$ cat src/rtl/pwm_gradient_multi_if.sv
// Control and status bundle for pwm_gradient_multi.
// master drives configuration, slave is the PWM/fade engine.
interface pwm_gradient_multi_if #(
   parameter int N = 3,
   parameter int R = 8
);
   logic              en;
   logic              restart;
   logic [31:0]       dvsr;
   logic [31:0]       grad_dvsr;
   logic [R-1:0]      step;
   logic [2*N-1:0]    mode;
   logic [N-1:0]      pwm_out;
   logic [N*(R+1)-1:0] duty_mon;
   logic [N-1:0]      wrap;

   modport master (
      output en, restart, dvsr, grad_dvsr, step, mode,
      input  pwm_out, duty_mon, wrap
   );

   modport slave (
      input  en, restart, dvsr, grad_dvsr, step, mode,
      output pwm_out, duty_mon, wrap
   );
endinterface

$ cat src/rtl/pwm_gradient_multi.sv
// N-channel PWM with shared prescaler/gradient timer and per-channel fade.
// Optional PWM_GAMMA_EN: compare against registered (duty*duty)>>R.
module pwm_gradient_multi #(
   parameter int N = 3,
   parameter int R = 8
) (
   input  logic                 clk,
   input  logic                 rst_n,
   pwm_gradient_multi_if.slave  bus
);
   localparam int W = R + 1;
   localparam logic [R+1:0] FULL  = {2'b01, {R{1'b0}}};
   localparam logic [W-1:0] FULLD = {1'b1, {R{1'b0}}};
   localparam logic [R-1:0] ONE_Q = {{(R-1){1'b0}}, 1'b1};

   logic [31:0]  pcnt;
   logic [31:0]  gcnt;
   logic [R-1:0] q;
   logic [W-1:0] duty   [N];
   logic [W-1:0] duty_n [N];
   logic [W-1:0] cmp    [N];
   logic [N-1:0] dir;
   logic [N-1:0] dir_n;
   logic [N-1:0] wrap_n;
   logic [N-1:0] hit;
   logic [N-1:0] pwm;
   logic [N-1:0] wrap_q;
   logic         ptick;
   logic         gtick;

   assign ptick = (pcnt == bus.dvsr);
   assign gtick = (gcnt == bus.grad_dvsr);

   // dir: 0 = rising, 1 = falling; only TRI consults or changes it
   always_comb begin
      logic [R+1:0] d;
      logic [R+1:0] s;
      logic [R+1:0] sum;
      logic [R+1:0] diff;
      d    = '0;
      s    = {2'b00, bus.step};
      sum  = '0;
      diff = '0;
      for (int i = 0; i < N; i++) begin
         d         = {1'b0, duty[i]};
         sum       = d + s;
         diff      = d - s;
         duty_n[i] = duty[i];
         dir_n[i]  = dir[i];
         wrap_n[i] = 1'b0;
         unique case (bus.mode[2*i +: 2])
            2'b00: ;
            2'b01: begin
               if (sum > FULL) begin
                  duty_n[i] = '0;
                  wrap_n[i] = 1'b1;
               end else begin
                  duty_n[i] = sum[W-1:0];
               end
            end
            2'b10: begin
               if (d < s) begin
                  duty_n[i] = FULLD;
                  wrap_n[i] = 1'b1;
               end else begin
                  duty_n[i] = diff[W-1:0];
               end
            end
            2'b11: begin
               if (!dir[i]) begin
                  if (sum >= FULL) begin
                     duty_n[i] = FULLD;
                     dir_n[i]  = 1'b1;
                  end else begin
                     duty_n[i] = sum[W-1:0];
                  end
               end else if (d <= s) begin
                  duty_n[i] = '0;
                  dir_n[i]  = 1'b0;
                  wrap_n[i] = 1'b1;
               end else begin
                  duty_n[i] = diff[W-1:0];
               end
            end
         endcase
      end
   end

   always_ff @(posedge clk or negedge rst_n) begin
      if (!rst_n) begin
         pcnt   <= '0;
         gcnt   <= '0;
         q      <= '0;
         dir    <= '0;
         wrap_q <= '0;
         duty   <= '{default: '0};
      end else if (!bus.en) begin
         wrap_q <= '0;
      end else if (bus.restart) begin
         pcnt   <= '0;
         gcnt   <= '0;
         q      <= '0;
         dir    <= '0;
         wrap_q <= '0;
         duty   <= '{default: '0};
      end else begin
         pcnt <= ptick ? 32'd0 : pcnt + 32'd1;
         gcnt <= gtick ? 32'd0 : gcnt + 32'd1;
         if (ptick) q <= q + ONE_Q;
         if (gtick) begin
            duty   <= duty_n;
            dir    <= dir_n;
            wrap_q <= wrap_n;
         end else begin
            wrap_q <= '0;
         end
      end
   end

`ifdef PWM_GAMMA_EN
   logic [2*R+1:0] sq [N];

   always_comb begin
      for (int i = 0; i < N; i++)
         sq[i] = {{W{1'b0}}, duty[i]} * {{W{1'b0}}, duty[i]};
   end

   always_ff @(posedge clk or negedge rst_n) begin
      if (!rst_n) cmp <= '{default: '0};
      else for (int i = 0; i < N; i++) cmp[i] <= sq[i][2*R:R];
   end
`else
   always_comb cmp = duty;
`endif

   always_comb begin
      for (int i = 0; i < N; i++) hit[i] = ({1'b0, q} < cmp[i]);
   end

   always_ff @(posedge clk or negedge rst_n) begin
      if (!rst_n) pwm <= '0;
      else        pwm <= bus.en ? hit : '0;
   end

   always_comb begin
      bus.duty_mon = '0;
      for (int i = 0; i < N; i++) bus.duty_mon[i*W +: W] = duty[i];
   end

   assign bus.pwm_out = pwm;
   assign bus.wrap    = wrap_q;
endmodule

$ cat src/flat_wrapper.sv
// flat-port wrapper written by rule: the top's interface ports become plain ports
module pwm_gradient_multi_flat 
#(
   parameter int N = 3,
   parameter int R = 8
)
  (clk, rst_n, bus_en, bus_restart, bus_dvsr, bus_grad_dvsr, bus_step, bus_mode, bus_pwm_out, bus_duty_mon, bus_wrap);
  pwm_gradient_multi_if #(.N(N), .R(R)) bus_i ();
  input  logic clk;
  input  logic rst_n;
  input wire logic [$bits(bus_i.en)-1:0] bus_en;
  input wire logic [$bits(bus_i.restart)-1:0] bus_restart;
  input wire logic [$bits(bus_i.dvsr)-1:0] bus_dvsr;
  input wire logic [$bits(bus_i.grad_dvsr)-1:0] bus_grad_dvsr;
  input wire logic [$bits(bus_i.step)-1:0] bus_step;
  input wire logic [$bits(bus_i.mode)-1:0] bus_mode;
  output wire logic [$bits(bus_i.pwm_out)-1:0] bus_pwm_out;
  output wire logic [$bits(bus_i.duty_mon)-1:0] bus_duty_mon;
  output wire logic [$bits(bus_i.wrap)-1:0] bus_wrap;
  assign bus_i.en = bus_en;
  assign bus_i.restart = bus_restart;
  assign bus_i.dvsr = bus_dvsr;
  assign bus_i.grad_dvsr = bus_grad_dvsr;
  assign bus_i.step = bus_step;
  assign bus_i.mode = bus_mode;
  assign bus_pwm_out = bus_i.pwm_out;
  assign bus_duty_mon = bus_i.duty_mon;
  assign bus_wrap = bus_i.wrap;
  pwm_gradient_multi #(.N(N), .R(R)) u_core (.clk(clk), .rst_n(rst_n), .bus(bus_i));
endmodule
$ cat config.mk
export PLATFORM = sky130hd
export DESIGN_NAME = pwm_gradient_multi_flat
export DESIGN_NICKNAME = d
export VERILOG_FILES = /design/src/rtl/pwm_gradient_multi_if.sv /design/src/rtl/pwm_gradient_multi.sv /design/src/flat_wrapper.sv
export SDC_FILE = /design/constraint.sdc
export NUM_CORES = 1
export LEC_CHECK = 0
export CAP_MARGIN = 25
export CORE_ASPECT_RATIO = 1.2
export CORE_UTILIZATION = 52
export CTS_BUF_LIST = sky130_fd_sc_hd__clkbuf_4 sky130_fd_sc_hd__clkbuf_8 sky130_fd_sc_hd__clkbuf_16
export CTS_CLUSTER_SIZE = 16
export DETAILED_ROUTE_END_ITERATION = 16
export GPL_TIMING_DRIVEN = 0
export PLACE_DENSITY = 0.75
export SYNTH_ARGS = -nofsm -noshare
export SYNTH_HDL_FRONTEND = slang
export SYNTH_SLANG_ARGS = --single-unit
export TNS_END_PERCENT = 30
$ cat constraint.sdc
create_clock -name clk -period 2.5 [get_ports clk]
set_input_delay 0.25 -clock clk [delete_from_list [all_inputs] [get_ports clk]]
set_output_delay 0.25 -clock clk [all_outputs]
set_load 0.005 [all_outputs]
Word level (Yosys, flattened, before mapping)
Index checks and enable logic that the tools add are counted.
{ "op_classes": {"n_addsub": 9, "magnitude_cmp": 15, "n_eq_ne": 11, "mux": 59, "reduce_logical": 15} }
{ "op_table": {"columns": ["cell", "n"], "rows": [
  ["9-bit two-way mux", 15],
  ["32-bit two-way mux", 4],
  ["9-bit one-hot mux with 3 select lines", 3],
  ["32-bit by 1-bit adder with 32-bit output, second input constant", 2],
  ["32-bit == test", 2],
  ["27-bit two-way mux", 2],
  ["9-bit by 8-bit adder with 10-bit output", 3],
  ["10-bit by 9-bit >= comparator with 1-bit output, second input constant", 3],
  ["10-bit by 9-bit greater-than comparator with 1-bit output, second input constant", 3],
  ["9-bit by 8-bit <= comparator with 1-bit output", 3],
  ["8-bit by 9-bit < comparator with 1-bit output", 3],
  ["9-bit by 8-bit < comparator with 1-bit output", 3],
  ["9-bit by 8-bit subtractor with 9-bit output", 3],
  ["1-bit two-way mux", 24],
  ["3-bit two-way mux", 6],
  ["3-bit AND reduction", 6],
  ["8-bit two-way mux", 2],
  ["2-bit == test, second input constant", 6],
  ["4-bit nonzero test", 3],
  ["2-bit nonzero test", 5],
  ["1-bit one-hot mux with 3 select lines", 3],
  ["8-bit by 1-bit adder with 8-bit output, second input constant", 1],
  ["2-bit by 1-bit == test with 1-bit output, second input constant", 3],
  ["2-bit AND reduction", 1]
]} }
{ "word_totals": {"regBits": 108, "in_bits": 82, "out_inout_bits": 33} }

Depth between registers and ports, before layout
Gate-level depths: netlist of run 1.
{ "logic_depth": {"ltp_word": 7, "mapped_depth": 12, "mapped_depth_nobuf": 12} }

Worst setup path before layout of run 1
No wires, ideal clock.
{ "synth_timing": {"kind": "reg-to-reg", "startpoint": "register u_core.duty, in the netlist u_core.bus.duty_mon[0]", "endpoint": "register u_core.duty, in the netlist u_core.bus.duty_mon[4]", "setup_ns": 0.122, "arrival_time_ns": 2.613, "required_time_ns": 2.378, "path_slack_ns": -0.235, "stages_incl_launch_ff": 12, "period_less_slack_ns": 2.735, "path_cell_list": "dfrtp_1 > ha_1 > inv_1 > fa_1 > o21ba_2 > o2111a_1 > o21ai_1 > o41ai_2 > nand2b_1 > o22ai_1 > a221o_1 > a32o_1"} }
{ "synth_via": {"elab_chain_cells": 7, "elab_cells_between_ends": 14} }
{ "synth_rtl": {"columns": ["element", "line_no", "rtl"], "rows": [
  ["start: declaration", "pwm_gradient_multi.sv:19", "logic [W-1:0] duty [N];"],
  ["start signal: assignment", "pwm_gradient_multi.sv:111", "duty <= duty_n;"],
  ["9-bit by 8-bit adder with 10-bit output", "pwm_gradient_multi.sv:46", "sum = d + s;"],
  ["10-bit by 9-bit >= comparator with 1-bit output", "pwm_gradient_multi.sv:71", "if (sum >= FULL) begin"],
  ["9-bit two-way mux", "pwm_gradient_multi.sv:71", null],
  ["9-bit two-way mux", "pwm_gradient_multi.sv:70", "if (!dir[i]) begin"],
  ["9-bit one-hot mux with 3 select lines (*)", "pwm_gradient_multi.sv:51", "unique case (bus.mode[2*i +: 2])"],
  ["27-bit two-way mux (*)", "pwm_gradient_multi.sv:110", "if (gtick) begin"],
  ["27-bit two-way mux (*)", "pwm_gradient_multi.sv:99", "end else if (bus.restart) begin"]
]} }
Mark *: on every way between the ends. The rest lies on a longest branch, timed or not. The select of a mux whose other input is x is not followed.
A chain may end at the register's enable or synchronous reset.

Final worst setup path of run 1
Ends and elaborated chain as after synthesis.

==> out/summary.md, run 1 <==
* complete, but fails checks — status
* -1380 ps — post-placement worst setup slack
* 1467 — net count of the finished layout
* 1467 — Placed Cells
* 0.0189 mm2 — Die ar.
* yes — RSZ-0062 raised after global routing
* 18.9 um — wire length per cell after detailed routing
* 8941 — number of global-route vias before repair
* reg2reg — Crit Path Category
* 641 — DRC marker count from the first detailed-route iteration
* 0 — Detail Route Antenna Nets
* 0.176 — share of cells above drive strength 1
* 78 — unique cell type count in the Yosys netlist
* -6700 ps — summed negative setup slack over all endpoints
* nor2_1 (118), clkdlybuf4s50_1 (103), dfrtp_1 (95), inv_1 (83), xor2_1 (78) — commonest cells after routing, fill and taps aside
* 5 — maximum fanout count along the critical path
* 0 — gr ovfl total
* 91 — largest net degree at the start of global routing
* dfrtp_1 — Most used DFF post-synth
* 0 — antenna violations before repair
* 11 — Pre-Repair DR Iteration Count
* 1410 — fill cell instance count of the final layout
* 45500 um — wire length of the first global-routing pass
* 11.9 ps — worst-case clock skew
* in2async — hold crit path type
* 0.539 — initial core utilization
* 1.00 — share of flip-flops with an asynchronous set or reset
* 9 — total clock buffers created by CTS
* 0 — Yosys Warn Count
* 9297 — overall via count from detail_route
* 10 — DRC Markers
* 0 — number of violations of the max-capacitance limit
* 6.10 — detail-routed via count per cell
* flip-flop — startpoint kind of the worst setup timing path
* 8.42 um2 — Post-Synthesis Mean Instance Area
* clkbuf_16 — clock root cell
* 108 — post-synthesis sequential element count
* 21200 um — HPWL after detailed placement
* 2750 ps — endpoint required time on the critical path
* 0.349 GHz — Achievable Freq
* 126 um — x dimension of the die
* 2860 ps — crit path time final
* flip-flop — crit path capture type
* yes — CTS tree
* 30 — final setup violating endpoints
* 0.000295 V — largest vdd supply drop
* 1301 — Post-Synthesis Net Count
* 0.00954 mm2 — Post-Syn Area
* -364 ps — PnR worst setup slack
* 108 — number of sinks driven by the clock tree
* 0 — Final Hold Vio Count
* 5.27 nW — Static Leak
* 90 ps — clk slew on worst S/H paths
* 150 um — height of the chip
* 370 ps — clock latency of the later-clocked register in the worst-skew pair
* 1133 — Post-Syn Instances
* 28900 um — final routed wirelength across all metal layers
* design-rule violations, negative setup slack — failing checks
* 0.361 — worst slew slack as a fraction of its limit
* 53 — count of standard-cell rows
* 0 — Final Slew Violations
* 0 — number of synthesized flops with an enable pin
* 0.972 — RD Place Congestion
* nor2_1 — most common cell after layout, fill and taps aside
* 0.304 — global-route usage over all layers
* 30.2% — synthesis-to-layout area growth
* 955 ps — transition time at the pin with the least slew margin
* 0.283 — share of the yosys chip area belonging to registers
* 0 — count of inserted antenna diode cells
* 3 — deepest level of the CTS H-tree
* 0.0124 mm2 — final design area excluding fillers
* 4.42 mW — total power
* 1524 — number of cells in the finished layout apart from fillers
* 3120 ps — data arrival time of the worst path
* 0.0110 mm2 — cell area reported after detailed placement
* 112 — count of input and output buffers
* 356 mW/mm2 — Power Density
* 115 — io pins
* 1.15 — portion of the clock cycle consumed by the worst path in the final layout
* 2 — Longest Clk Path Bufs
* 0.0177 mm2 — core box area
## power by group
part	switching, mW	internal, mW
combinational	0.517	0.417
sequential	0.0704	1.79
clock	0.806	0.817
## cell type report
cell class	count	area [um2]	area share
plain buffers	38	228	0.0183
clock buffers	9	225	0.0181
clock inverters	7	103	0.00826
inverters	92	359	0.0289
multi-input cells	892	7030	0.566
flip-flops and latches	108	2720	0.219
well taps	220	275	0.0222
repair buffers	158	1490	0.120
## path summary, 6_finish.rpt
kind	from	endpoint	slack, ps	cells after the start
worst max-delay path	u_core.bus.duty_mon[0]	u_core.bus.duty_mon[4]	-360	11
worst min-delay path	rst_n	u_core.bus.duty_mon[10]	290	2
worst max register to register	u_core.bus.duty_mon[0]	u_core.bus.duty_mon[4]	-360	11
worst min register to register	u_core.pcnt[30]	u_core.pcnt[30]	540	1
max in group asynchronous	rst_n	u_core.gcnt[0]	1470	3
min in group clk	bus_mode[3]	u_core.dir[1]	480	3
## worst max-delay path: stages, from the launching register on
cell and delay [ps]:
dfrtp_1 410, ha_2 210, inv_2 40, fa_2 370, o21ba_4 220, o2111a_2 270
o21ai_2 170, o41ai_4 110, and2b_2 270, a21oi_4 240, o221ai_1 140, a32o_1 290
## kinds of logic (layout without fill, tap and decap cells)
| group | count (synthesis) | in the layout | synth area share |
|---|---|---|---|
| flip-flops | 108 | 108 | 0.283 |
| buffers and inverters | 134 | 304 | 0.0559 |
| AO/OA/AOI/OAI | 261 | 262 | 0.197 |
| XOR/XNOR | 145 | 145 | 0.133 |
| multiplexers | 6 | 6 | 0.00643 |
| AND/OR/NAND/NOR | 393 | 393 | 0.207 |
| adder cells (fa/ha/maj) | 86 | 86 | 0.118 |
## Yosys cell counts, types with 17 or more instances
cell,count,area share
nor2_1,123,0.048
dfrtp_1,108,0.28
inv_1,90,0.035
ha_1,80,0.10
xor2_1,79,0.073
xnor2_1,66,0.061
nand2_1,64,0.025
a21oi_1,53,0.028
o21ai_0,44,0.023
nand3_1,37,0.019
nand4_1,30,0.020
clkbuf_1,26,0.010
nor2b_1,20,0.013
and3_1,19,0.012
nand2b_1,17,0.011
nor3_1,17,0.0089
nor4_1,17,0.011
## registers in the layout (all words and copies together), names as in the netlist
register	cells
u_core.q	8
u_core.gcnt	32
u_core.dir	3
u_core.bus.wrap	3
u_core.bus.pwm_out	3
u_core.bus.duty_mon	27
u_core.pcnt	32
## per-stage QoR
| step | hold slack (ps) | util |
|---|---|---|
| floorplan | -45.6 | - |
| global placement | 530 | 0.620 |
| detailed placement | 113 | 0.622 |
| CTS | 299 | 0.671 |
| global route | 321 | 0.702 |
| finish | 286 | 0.702 |
## repair_timing
item	CTS	global route
setup buffers	29	14
cloned	1	0
gates resized for setup	101	101
hold endpoints to repair	18	0
pin swaps	34	42
endpoints found under the setup margin	91	85
hold buffers	1	0
## layer usage
metal / vias up / wire length [um] / GRT usage
met5: - / 0 / 0
met4: 0 / 1080 / 0.126
met3: 74 / 1390 / 0.0288
met2: 326 / 14100 / 0.522
met1: 4518 / 12300 / 0.392
li1: 4379 / - / -
(Power assumes the default switching activity.)
==> inputs of run 2 (changes only) <==
Settings changed: CORE_UTILIZATION 52 to 55, CTS_BUF_LIST sky130_fd_sc_hd__clkbuf_4 sky130_fd_sc_hd__clkbuf_8 sky130_fd_sc_hd__clkbuf_16 to not set, DONT_BUFFER_PORTS set to 1, PLACE_DENSITY 0.75 to 0.7.
==> run 2 against run 1 <==
The flow finishes with violations (negative hold slack, negative setup slack). Critical endpoint unchanged. Setup slack lost 5.2 ps. Hold slack lost 710 ps. Total power shrank 6.5%. Sequential cell count is the same.
==> out/summary.md, run 2 (synthesis results as in run 1) <==
* 0.000373 V — largest vdd supply drop, was 0.000295 V
* 52 — count of standard-cell rows, was 53
* 43600 um — wire length of the first global-routing pass, was 45500 um
* yes — RSZ-0062 raised after global routing, unchanged
* 0 — Final Slew Violations, unchanged
* complete, but fails checks — status, unchanged
* 360 ps — clock latency of the later-clocked register in the worst-skew pair, was 370 ps
* u_core.bus.duty_mon[0] — startpoint of the worst-slack reg-to-reg timing path, unchanged
* 27900 um — final routed wirelength across all metal layers, was 28900 um
* 0 — antenna violations before repair, unchanged
* 4.74 nW — Static Leak, was 5.27 nW
* flip-flop — startpoint kind of the worst setup timing path, unchanged
* negative hold slack, negative setup slack — failing checks, was design-rule violations, negative setup slack
* 122 um — x dimension of the die, was 126 um
* 8510 — number of global-route vias before repair, was 8941
* in2async — hold crit path type, unchanged
* 3 — deepest level of the CTS H-tree, unchanged
* 0.312 — global-route usage over all layers, was 0.304
* -369 ps — PnR worst setup slack, was -364 ps
* 1.26 mW — P_sw, was 1.39 mW
* 0.0179 mm2 — Die ar., was 0.0189 mm2
* nor2_1 — most common cell after layout, fill and taps aside, unchanged
* 768 — DRC marker count from the first detailed-route iteration, was 641
* 80 ps — clk slew on worst S/H paths, was 90 ps
* 0 — number of violations of the max-capacitance limit, unchanged
* flip-flop — crit path capture type, unchanged
* 8774 — overall via count from detail_route, was 9297
* 0.324 — worst slew slack as a fraction of its limit, was 0.361
* 146 um — height of the chip, was 150 um
* 0.349 GHz — Achievable Freq, about the same
* clkbuf_16 — clock root cell, unchanged
* 12 — Register-to-Register Path Depth, was 11
* 5 — maximum fanout count along the critical path, unchanged
* 0 — Detail Route Antenna Nets, unchanged
* 109 — largest net degree at the start of global routing, was 91
* 0.304 — net switching share of the total power, was 0.315
* 30 — final setup violating endpoints, unchanged
* 1349 — net count of the finished layout, was 1467
* yes — CTS tree, unchanged
* 1010 ps — transition time at the pin with the least slew margin, was 955 ps
* 108 — Final Hold Vio Count, was 0
* 115 — io pins, unchanged
* 0 — count of inserted antenna diode cells, unchanged
* 0.452 — portion of total power attributed to sequential cells, was 0.421
* 1.15 — portion of the clock cycle consumed by the worst path in the final layout, about the same
* 12.1 ps — worst-case clock skew, was 11.9 ps
* 0.0169 mm2 — core box area, was 0.0177 mm2
* 4.13 mW — total power, was 4.42 mW
* ha_4 -> inv_2 -> fa_2 -> o21ba_4 -> o2111a_2 -> o21ai_2 -> o41ai_4 -> nand2b_1 -> buf_4 -> o22ai_4 -> a221o_1 -> a32o_1 — critical-path cell list, was ha_2 -> inv_2 -> fa_2 -> o21ba_4 -> o2111a_2 -> o21ai_2 -> o41ai_4 -> and2b_2 -> a21oi_4 -> o221ai_1 -> a32o_1
* 108 — number of sinks driven by the clock tree, unchanged
* 440 ps — critical path's largest stage delay, was 410 ps
* 0.959 — RD Place Congestion, was 0.972
* 0 — gr ovfl total, unchanged
* -674 ps — post-placement worst setup slack, was -1380 ps
* 0 — count of input and output buffers, was 112
* 17.4% — synthesis-to-layout area growth, was 30.2%
* -429 ps — Fin Hold WS, was 286 ps
* 9 — total clock buffers created by CTS, unchanged
* 19.9 um — wire length per cell after detailed routing, was 18.9 um
* 2750 ps — endpoint required time on the critical path, about the same
* 2 — crit path buf inv count, was 1
* reg2reg — Crit Path Category, unchanged
* 6 — Pre-Repair DR Iteration Count, was 11
* 0.172 — part of the power in combinational logic, was 0.211
* 2 — Longest Clk Path Bufs, unchanged
* 3120 ps — data arrival time of the worst path, about the same
* 0.186 — share of cells above drive strength 1, was 0.176
* dfrtp_2 — cell at the slowest stage of the critical path, was dfrtp_1
* 0.564 — initial core utilization, was 0.539
* 2.88 mW — internal power, was 3.03 mW
* 2870 ps — crit path time final, was 2860 ps
* 0.376 — clock group share of total power, was 0.367
* 0 — DRC Markers, was 10
* -370 ps — worst setup slack for register-to-register paths, was -360 ps
* nor2_1 (114), dfrtp_1 (91), inv_1 (83), xor2_1 (78), ha_1 (69) — commonest cells after routing, fill and taps aside, was nor2_1 (118), clkdlybuf4s50_1 (103), dfrtp_1 (95), inv_1 (83), xor2_1 (78)
* compound AO/OA/AOI/OAI gates — cell type group with the largest total delay on the critical path, unchanged
* 369 mW/mm2 — Power Density, was 356 mW/mm2
* u_core.bus.duty_mon[4] — worst flop-to-flop path endpoint, unchanged
* 20400 um — HPWL after detailed placement, was 21200 um
* 6.26 — detail-routed via count per cell, was 6.10
[run 2: cell types whose count changed in the layout (fill, tap and decap cells not counted), moves of 4 or more]
cell,previous run,this run
buf_4,50,45
clkdlybuf4s50_1,103,0
dfrtp_1,95,91
dfrtp_2,13,17
dlygate4sd2_1,4,0
ha_2,8,4
nor2_1,118,114
nor2_2,2,6
[run 2: worst max-delay path by stage]
stage,from,endpoint,cells past startpoint,slack [ps]
after floorplan,u_core.bus.duty_mon[0],u_core.bus.duty_mon[4],11,-150
after global placement,u_core.bus.duty_mon[10],u_core.bus.duty_mon[11],11,-650
after detailed placement,u_core.bus.duty_mon[10],u_core.bus.duty_mon[11],11,-670
after CTS,u_core.bus.duty_mon[0],u_core.bus.duty_mon[6],10,-310
after global routing,u_core.bus.duty_mon[0],u_core.bus.duty_mon[4],12,-480
final,u_core.bus.duty_mon[0],u_core.bus.duty_mon[4],12,-370
[run 2: cell type report]
cell class	instances	area, um2
Tap cell	216	270
Inverter	92	349
Clock inverter	6	81.3
Clock buffer	9	225
Sequential cell	108	2720
Fill cell	1416	5710
Timing Repair Buffer	44	348
Buffer	34	179
Multi-Input combinational cell	892	7030
[run 2: per-stage QoR]
step,TNS [ps],std cells,util,cell area [um2],hold WS (ps)
2_1_floorplan,-1270,1133,-,9580,-45.6
3_3_place_gp,-16410,1349,0.582,9850,-42.7
3_5_place_dp,-19480,1350,0.582,9850,-42.0
4_1_cts,-6110,1391,0.639,10800,-435
5_1_grt,-9170,1401,0.662,11200,-435
6_report,-5760,1401,0.662,11200,-429
[run 2: what timing repair did]
action / CTS / global route
hold endpoints to repair: 108 / 108
setup endpoints to repair: 91 / 84
buffers inserted: 29 / 15
pin swaps: 50 / 39
resized for setup: 108 / 69
cloned: 1 / 0
[run 2: power by group through the flow]
stage	Sequential (mW)	Combinational, mW	Clock, mW
final	1.87	0.712	1.55
after global placement	1.90	0.609	0
after global routing	1.87	0.789	1.64
after floorplan	1.87	0.483	0
after detailed placement	1.90	0.624	0
after CTS	1.87	0.675	1.58
[run 2: layer usage]
metal | routed length, um | part of all wire | global-route usage
met2 | 14000 | 0.50 | 0.535
met4 | 1070 | 0.038 | 0.127
met3 | 1500 | 0.054 | 0.0430
met1 | 11300 | 0.41 | 0.389
met5 | 0 | 0 | 0
==> inputs of run 3 (changes only) <==
Settings changed: CORE_ASPECT_RATIO 1.2 to 0.5, MAX_ROUTING_LAYER set to met4.
==> run 3 against run 2 <==
Critical path type unchanged. Setup slack better by 39 ps. Sequential cell count stayed put. The run still ends with negative hold slack, negative setup slack left. Combinational power up 3.4%. Count of clock-buffer cells in the layout unchanged. Hold slack worse by 2.3 ps. Sequential share of layout area hardly changed. Non-clock buffer count is 12 lower. Clock skew shrank 1.4 ps. Final cell count about the same.
==> out/summary.md, run 3 (synthesis results as in run 1) <==
* complete, but fails checks — status, unchanged
* negative hold slack, negative setup slack — failing checks, unchanged
* 0.0167 mm2 — core box area, was 0.0169 mm2
* 20.7 um — wire length per cell after detailed routing, was 19.9 um
* 6 — Pre-Repair DR Iteration Count, unchanged
* 0 — Detail Route Antenna Nets, unchanged
* u_core.bus.duty_mon[0] — startpoint of the worst-slack reg-to-reg timing path, unchanged
* 8289 — number of global-route vias before repair, was 8510
* 11 — Register-to-Register Path Depth, was 12
* 0.000336 V — largest vdd supply drop, was 0.000373 V
* 0.356 — clock group share of total power, was 0.376
* reg2reg — Crit Path Category, unchanged
* 90 ps — clk slew on worst S/H paths, was 80 ps
* 0.0179 mm2 — Die ar., about the same
* -431 ps — Fin Hold WS, was -429 ps
* 0 — Final Slew Violations, unchanged
* 108 — number of sinks driven by the clock tree, unchanged
* compound AO/OA/AOI/OAI gates — cell type group with the largest total delay on the critical path, unchanged
* 0.181 — part of the power in combinational logic, was 0.172
* 362 mW/mm2 — Power Density, was 369 mW/mm2
* 0.182 — share of cells above drive strength 1, was 0.186
* 0.673 — utilization of the core after routing, was 0.662
* 1.13 — portion of the clock cycle consumed by the worst path in the final layout, was 1.15
* 4.72 nW — Static Leak, was 4.74 nW
* 2760 ps — endpoint required time on the critical path, was 2750 ps
* 6.31 — detail-routed via count per cell, was 6.26
* 188 um — x dimension of the die, was 122 um
* 1337 — net count of the finished layout, was 1349
* 29100 um — final routed wirelength across all metal layers, was 27900 um
* 0.353 GHz — Achievable Freq, was 0.349 GHz
* flip-flop — crit path capture type, unchanged
* 108 — Final Hold Vio Count, unchanged
* 109 — largest net degree at the start of global routing, unchanged
* 1 — crit path buf inv count, was 2
* in2async — hold crit path type, unchanged
* clkbuf_16 — clock root cell, unchanged
* 0.336 — global-route usage over all layers, was 0.312
* -5270 ps — summed negative setup slack over all endpoints, was -5760 ps
* 1.01 — RD Place Congestion, was 0.959
* 11 — count of cell instances traversed by the critical path, was 12
* 0.572 — initial core utilization, was 0.564
* nor2_1 — most common cell after layout, fill and taps aside, unchanged
* 3 — deepest level of the CTS H-tree, unchanged
* -330 ps — worst setup slack for register-to-register paths, was -370 ps
* 0 — number of violations of the max-capacitance limit, unchanged
* 0 — gr ovfl total, unchanged
* 8845 — overall via count from detail_route, was 8774
* 845 ps — transition time at the pin with the least slew margin, was 1010 ps
* 2.78 mW — internal power, was 2.88 mW
* u_core.bus.duty_mon[2] — worst flop-to-flop path endpoint, was u_core.bus.duty_mon[4]
* 33 — count of standard-cell rows, was 52
* 450 ps — critical path's largest stage delay, was 440 ps
* 5 — maximum fanout count along the critical path, unchanged
* -330 ps — PnR worst setup slack, was -369 ps
* 1396 — fill cell instance count of the final layout, was 1416
* 115 — io pins, unchanged
* 17.7% — synthesis-to-layout area growth, was 17.4%
* 45200 um — wire length of the first global-routing pass, was 43600 um
* yes — CTS tree, unchanged
* 1 — antenna violations before repair, was 0
* 10.8 ps — worst-case clock skew, was 12.1 ps
* 0 — count of input and output buffers, unchanged
* 3090 ps — data arrival time of the worst path, was 3120 ps
* u_core.bus.duty_mon[0] — launch point of the critical path, unchanged
* nor2_1 (117), dfrtp_1 (90), inv_1 (85), xor2_1 (78), ha_1 (66) — commonest cells after routing, fill and taps aside, was nor2_1 (114), dfrtp_1 (91), inv_1 (83), xor2_1 (78), ha_1 (69)
* 683 — DRC marker count from the first detailed-route iteration, was 768
* 1.28 mW — P_sw, was 1.26 mW
* 95.1 um — height of the chip, was 146 um
* flip-flop — startpoint kind of the worst setup timing path, unchanged
* yes — RSZ-0062 raised after global routing, unchanged
* 2830 ps — crit path time final, was 2870 ps
* 30 — final setup violating endpoints, unchanged
* 4.06 mW — total power, was 4.13 mW
* 9 — total clock buffers created by CTS, unchanged
* 0.315 — net switching share of the total power, was 0.304
* 2 — Longest Clk Path Bufs, unchanged
* ha_4 -> inv_2 -> fa_2 -> o21ba_4 -> o2111a_2 -> o21ai_2 -> o41ai_2 -> and2b_2 -> a21oi_4 -> o21ai_0 -> a32o_1 — critical-path cell list, was ha_4 -> inv_2 -> fa_2 -> o21ba_4 -> o2111a_2 -> o21ai_2 -> o41ai_4 -> nand2b_1 -> buf_4 -> o22ai_4 -> a221o_1 -> a32o_1
* 360 ps — clock latency of the later-clocked register in the worst-skew pair, about the same
* 0 — DRC Markers, unchanged
* dfrtp_2 — cell at the slowest stage of the critical path, unchanged
* 21500 um — HPWL after detailed placement, was 20400 um
* 0.463 — portion of total power attributed to sequential cells, was 0.452
* 0.435 — worst slew slack as a fraction of its limit, was 0.324
run 3: stage by stage:
stage          worst slack (ps)  area, um2  cells
6_report                   -330      11200   1402
5_1_grt                    -443      11200   1402
4_1_cts                    -345      10900   1396
3_5_place_dp               -578       9870   1361
3_3_place_gp               -575       9860   1360
2_1_floorplan              -147       9580   1133
run 3: timing repair:
item | in CTS | in global routing
setup endpoints to repair | 96 | 86
buffers inserted | 23 | 8
resized for setup | 127 | 68
gates cloned | 1 | 0
endpoints found under the hold margin | 108 | 108
pin swaps | 48 | 43
run 3: how the worst max path moves through the flow:
stage	end	slack, ps
2_1_floorplan	u_core.bus.duty_mon[4]	-150
3_3_place_gp	u_core.bus.duty_mon[11]	-580
3_5_place_dp	u_core.bus.duty_mon[11]	-580
4_1_cts	u_core.bus.duty_mon[4]	-350
5_1_grt	u_core.bus.duty_mon[4]	-440
6_report	u_core.bus.duty_mon[2]	-330
run 3: power by group through the flow:
stage | logic, mW | registers (mW) | clock network (mW)
floorplan | 0.483 | 1.87 | 0
global placement | 0.616 | 1.91 | 0
detailed placement | 0.630 | 1.91 | 0
CTS | 0.688 | 1.87 | 1.46
global route | 0.813 | 1.88 | 1.53
finish | 0.736 | 1.88 | 1.45
run 3: cell type report:
| type | count | area (um2) | share of cell area |
|---|---|---|---|
| Timing Repair Buffer | 32 | 241 | 0.0215 |
| Tap cell | 227 | 284 | 0.0253 |
| Antenna cell | 1 | 2.50 | 0.000223 |
| Multi-Input combinational cell | 892 | 7130 | 0.635 |
| Buffer | 34 | 201 | 0.0179 |
| Inverter | 92 | 355 | 0.0317 |
| Sequential cell | 108 | 2730 | 0.243 |
| Clock buffer | 9 | 225 | 0.0201 |
| Clock inverter | 7 | 57.6 | 0.00513 |
run 3: layer usage:
layer | GRT usage | part of all wire
met1 | 0.454 | 0.47
met2 | 0.509 | 0.43
met3 | 0.0784 | 0.084
met4 | 0.0799 | 0.019
met5 | - | 0
